[config.mk]
export PLATFORM = sky130hd
export DESIGN_NAME = xor_share_encoder
export DESIGN_NICKNAME = d
export VERILOG_FILES = /design/src/rtl/xor_share_encoder.sv
export SDC_FILE = /design/constraint.sdc
export NUM_CORES = 1
export LEC_CHECK = 0
export ABC_AREA = 1
export BUFFER_PORTS_ARGS = -buffer_cell sky130_fd_sc_hd__buf_4
export CAP_MARGIN = 40
export CORE_ASPECT_RATIO = 2
export CORE_UTILIZATION = 30
export DETAILED_ROUTE_END_ITERATION = 7
export PLACE_DENSITY = 0.52
export SYNTH_ARGS = -nofsm -noshare
export SYNTH_HDL_FRONTEND = slang
export SYNTH_SLANG_ARGS = --single-unit
[constraint.sdc]
create_clock -name clk_i -period 1.9 [get_ports clk_i]
set_input_delay 0.38 -clock clk_i [delete_from_list [all_inputs] [get_ports clk_i]]
set_output_delay 0.38 -clock clk_i [all_outputs]
set_load 0.02 [all_outputs]
[src/rtl/xor_share_encoder.sv]
// Two-share Boolean masking encoder: splits operands a/b into registered shares using
// fresh randomness and supplies the refresh words r0..r2 for the masked XOR gadget.
module xor_share_encoder #(
  parameter int unsigned W = 8
) (
  input  logic         clk_i,
  input  logic         rst_i,
  input  logic         in_valid_i,
  output logic         in_ready_o,
  input  logic [W-1:0] in_a_i,
  input  logic [W-1:0] in_b_i,
  input  logic         rnd_valid_i,
  output logic         rnd_ready_o,
  input  logic [W-1:0] rnd_data_i,
  output logic         out_valid_o,
  input  logic         out_ready_i,
  output logic [W-1:0] a0_o,
  output logic [W-1:0] a1_o,
  output logic [W-1:0] b0_o,
  output logic [W-1:0] b1_o,
  output logic [W-1:0] r0_o,
  output logic [W-1:0] r1_o,
  output logic [W-1:0] r2_o,
  output logic [15:0]  word_count_o
);

  localparam logic [1:0] StIdle  = 2'd0;
  localparam logic [1:0] StFetch = 2'd1;
  localparam logic [1:0] StEmit  = 2'd2;

  logic [1:0]   state_q, state_d;
  logic [2:0]   cnt_q, cnt_d;
  logic [W-1:0] a0_q, a0_d;
  logic [W-1:0] a1_q, a1_d;
  logic [W-1:0] b0_q, b0_d;
  logic [W-1:0] b1_q, b1_d;
  logic [W-1:0] r0_q, r0_d;
  logic [W-1:0] r1_q, r1_d;
  logic [W-1:0] r2_q, r2_d;
  logic [15:0]  word_count_q, word_count_d;

  logic rnd_take;
  logic out_take;

  assign rnd_take = (state_q == StFetch) && rnd_valid_i;
  assign out_take = (state_q == StEmit) && out_ready_i;

  always_comb begin
    state_d      = state_q;
    cnt_d        = cnt_q;
    a0_d         = a0_q;
    a1_d         = a1_q;
    b0_d         = b0_q;
    b1_d         = b1_q;
    r0_d         = r0_q;
    r1_d         = r1_q;
    r2_d         = r2_q;
    word_count_d = word_count_q;

    case (state_q)
      StIdle: begin
        if (in_valid_i) begin
          // Plaintext sits in a0/b0 only until its mask arrives in slot 0/1.
          a0_d    = in_a_i;
          b0_d    = in_b_i;
          cnt_d   = 3'd0;
          state_d = StFetch;
        end
      end
      StFetch: begin
        if (rnd_take) begin
          cnt_d = cnt_q + 3'd1;
          case (cnt_q)
            3'd0: begin
              a0_d = a0_q ^ rnd_data_i;
              a1_d = rnd_data_i;
            end
            3'd1: begin
              b0_d = b0_q ^ rnd_data_i;
              b1_d = rnd_data_i;
            end
            3'd2: r0_d = rnd_data_i;
            3'd3: r1_d = rnd_data_i;
            3'd4: begin
              r2_d    = rnd_data_i;
              state_d = StEmit;
            end
            default: begin
              cnt_d   = 3'd0;
              state_d = StIdle;
            end
          endcase
        end
      end
      StEmit: begin
        if (out_take) begin
          // Zeroize so no share or mask lingers once the bundle is consumed.
          a0_d         = '0;
          a1_d         = '0;
          b0_d         = '0;
          b1_d         = '0;
          r0_d         = '0;
          r1_d         = '0;
          r2_d         = '0;
          word_count_d = word_count_q + 16'd1;
          state_d      = StIdle;
        end
      end
      default: state_d = StIdle;
    endcase
  end

  always_ff @(posedge clk_i) begin
    if (rst_i) begin
      state_q      <= StIdle;
      cnt_q        <= 3'd0;
      a0_q         <= '0;
      a1_q         <= '0;
      b0_q         <= '0;
      b1_q         <= '0;
      r0_q         <= '0;
      r1_q         <= '0;
      r2_q         <= '0;
      word_count_q <= 16'd0;
    end else begin
      state_q      <= state_d;
      cnt_q        <= cnt_d;
      a0_q         <= a0_d;
      a1_q         <= a1_d;
      b0_q         <= b0_d;
      b1_q         <= b1_d;
      r0_q         <= r0_d;
      r1_q         <= r1_d;
      r2_q         <= r2_d;
      word_count_q <= word_count_d;
    end
  end

  assign in_ready_o   = (state_q == StIdle);
  assign rnd_ready_o  = (state_q == StFetch);
  assign out_valid_o  = (state_q == StEmit);
  assign a0_o         = a0_q;
  assign a1_o         = a1_q;
  assign b0_o         = b0_q;
  assign b1_o         = b1_q;
  assign r0_o         = r0_q;
  assign r1_o         = r1_q;
  assign r2_o         = r2_q;
  assign word_count_o = word_count_q;

endmodule

==> metrics <==
Max-Cap Viols 0; Sw Ratio 45.3%; drt initial violations 128; first-pass GRT wire length 17400 um; post-synth top area share 40.2%; Lkg Pwr ~2.5 nW; status finished, final reports clean; Gate Count Post-Synth 578; Metal-1 WL 4330 um; Area growth syn-to-layout 34.3%; fmax 0.546 GHz; nets@finish 735; area occupied by registers roughly 1500 um2; total power 8.51 mW; total CTS buffers 9; slowest stage delay, CP 340 ps; critical path required time 1520 ps; CP Capture Type output port; register area share after synthesis between 40% and 50%; number of port buffers 103; Vias/cell about 4.6; actual slew at the worst max-slew pin 388 ps; vias post-DR 3929; GR Util All Layers 17.7%; met2 wire len ~6600 um; Area contributors post-synth dfxtp_1 (40%), nand2_1 (13%), nor2_1 (12%), inv_1 (7.2%), o21ai_0 (6.3%); Die X 81.9 um; CTS HTree Levels 3; detailed-placement wirelength estimate 8720 um; largest net degree at the start of global routing 40; Final Cycle Share between 90% and 100%; final hold violation count 0; Avg WL per Cell 13.8 um; Slew Viols, Final 0; skew final 7.74 ps; number of global-route vias before repair 3609; sequential power share 29.6%; Initial Util 30.7%; drt first pass iters 5; Rel. slew slack 74.1%; clk_lat worst skew 340 ps; row count 58; RSZ-0062 raised after global routing true; CP bufs+invs 3; CTS Sinks 77; Peak VDD IR 0.966 mV; die footprint about 13000 um2; Critical Path AT 1450 ps; CP top delay family buffers and inverters; Ys Warns 0; CP Max Fanout 9; post-synthesis cell type count 26; initial antenna violation count 0; area of the multi-input gates 1950 um2; drt total wl 11700 um; Mapped Avg Cell Area 6.63 um2; clock root buffer clkbuf_16; pwr/cell area 1650 nW/um2; Clock Power Share 19.2%; internal power 4.66 mW; Post-Syn Area 3830 um2; remaining global-route overflow 0; Die Ht 162 um; CORE AREA 12500 um2; top sig layer met4; hold slack 363 ps; Logic pwr share 51.2%; num ports roughly 100; clock slew at the register clock pins of the worst setup and hold paths 60 ps; remaining antenna violation count after routing 0; fraction of layout cells with a size suffix above 1 23.1%; crit path time final 1830 ps; Clock Path Buffers 2; DR WL met3 446 um; crit-path cells inv_1, ha_2, buf_4, buf_4; slowest CP cell dfxtp_1; Final Wtd Congestion around 0.83; diode count 0; Yosys top cell by area dfxtp_1; Seq cells post-synth 77; Post-Synthesis Net Count 618; Psw around 3.9 mW; Worst Setup Path Type flop to output port; drt drc 0; # fillers 1368; Worst Setup Start Kind flop; most used cell, CP buf_4; CTS tree yes; HP Class input pin to flop; Final setup viols 0
## per-stage QoR
stage / setup TNS (ps) / utilization, % / instance area [um2] / cells / setup WS (ps)
2_1_floorplan: 0 / - / 3830 / 578 / 270
3_5_place_dp: 0 / 38.5 / 4800 / 831 / 31.7
4_1_cts: 0 / 40.8 / 5090 / 847 / 52.0
6_report: 0 / 41.2 / 5140 / 850 / 67.2
5_1_grt: -47.9 / 41.2 / 5140 / 850 / -20.4
3_3_place_gp: 0 / 38.5 / 4800 / 831 / 127
## cell type report
cell class	instances	share of cell area, %
well taps	150	3.65
clock buffers	10	4.65
repair buffers	119	17.4
inverters	76	5.55
multi-input cells	412	37.9
flip-flops and latches	77	30.0
clock inverters	6	0.900
## what timing repair did
item                                    in CTS  in global routing
cloned                                       0                  2
setup buffers                                0                  1
endpoints found under the setup margin       2                 21
hold buffers                                 0                  0
gates resized for setup                      2                  4
pin swaps                                    0                  2
## path summary, 6_finish.rpt
kind                                 start          end  slack, ps  depth (start not counted)
worst min register to register     r0_o[6]      r0_o[6]        470                          2
worst max register to register  state_q[1]      b0_o[7]        150                         10
worst min-delay path                 rst_i      r1_o[0]        360                          2
worst max-delay path            state_q[0]  out_valid_o         70                          4
## cells in the mapped netlist
cell type  instances
inv_1             73
nor3_1             2
nand3_4            2
ha_1              11
buf_4              2
nor2_8             1
clkbuf_1           5
nor2_1           121
o21ai_1            3
nor2_2             4
a21oi_1           31
nand2_1          133
nand2_4            2
buf_6              4
buf_2              4
nand3_1           39
nand3b_1           1
o21ai_0           48
and2_1             1
nand2_2            7
dfxtp_1           77
o21ba_2            1
inv_2              3
xor2_1             1
o21bai_1           1
nor2_4             1
## sequential cells by signal, summed over array words and instances, names as in the netlist
| name | flops |
|---|---|
| state_q | 2 |
| r0_o | 8 |
| b1_o | 8 |
| b0_o | 8 |
| cnt_q | 3 |
| a0_o | 8 |
| word_count_o | 16 |
| r2_o | 8 |
| r1_o | 8 |
| a1_o | 8 |
## routing by layer
| layer | track usage [%] | vias to the layer above |
|---|---|---|
| li1 | - | 2031 |
| met3 | 3.31 | 20 |
| met1 | 17.4 | 1783 |
| met2 | 33.4 | 95 |
| met5 | 0 | - |
| met4 | 8.93 | 0 |
## cell usage in the layout (no fill, tap or decap)
cell type	netlist	final
a21oi_1	31	31
and2_1	1	1
buf_4	2	119
clkbuf_16	0	9
clkbuf_8	0	1
clkinv_2	0	1
clkinv_4	0	2
clkinvlp_4	0	2
dfxtp_1	77	77
ha_1	11	9
ha_2	0	2
inv_1	73	73
inv_2	3	3
inv_6	0	1
nand2_1	133	131
nand2_2	7	9
nand2_4	2	2
nand3_1	39	39
nand3_4	2	4
nand3b_1	1	1
nor2_1	121	121
nor2_2	4	4
nor2_4	1	1
nor2_8	1	1
nor3_1	2	2
o21ai_0	48	48
o21ai_1	3	3
o21ba_2	1	1
o21bai_1	1	1
xor2_1	1	1
## kinds of logic (layout without fill, tap and decap cells)
family          after synthesis  after routing  synth area share, %
simple gates                314            316                 34.7
buf+inv                      91            211                 10.0
compound gates               84             84                 11.2
flops                        77             77                 40.2
fa+ha+maj                    11             11                 3.59
xor+xnor                      1              1                0.229
## power groups by stage
stage          sequential (mW)  clock [mW]  combinational (mW)
2_1_floorplan             3.03           0                2.21
6_report                  2.52        1.63                4.35
3_5_place_dp              2.56           0                4.21
5_1_grt                   2.58        1.75                4.83
4_1_cts                   2.53        1.67                4.23
3_3_place_gp              2.55           0                4.14
(Power assumes the default switching activity.)
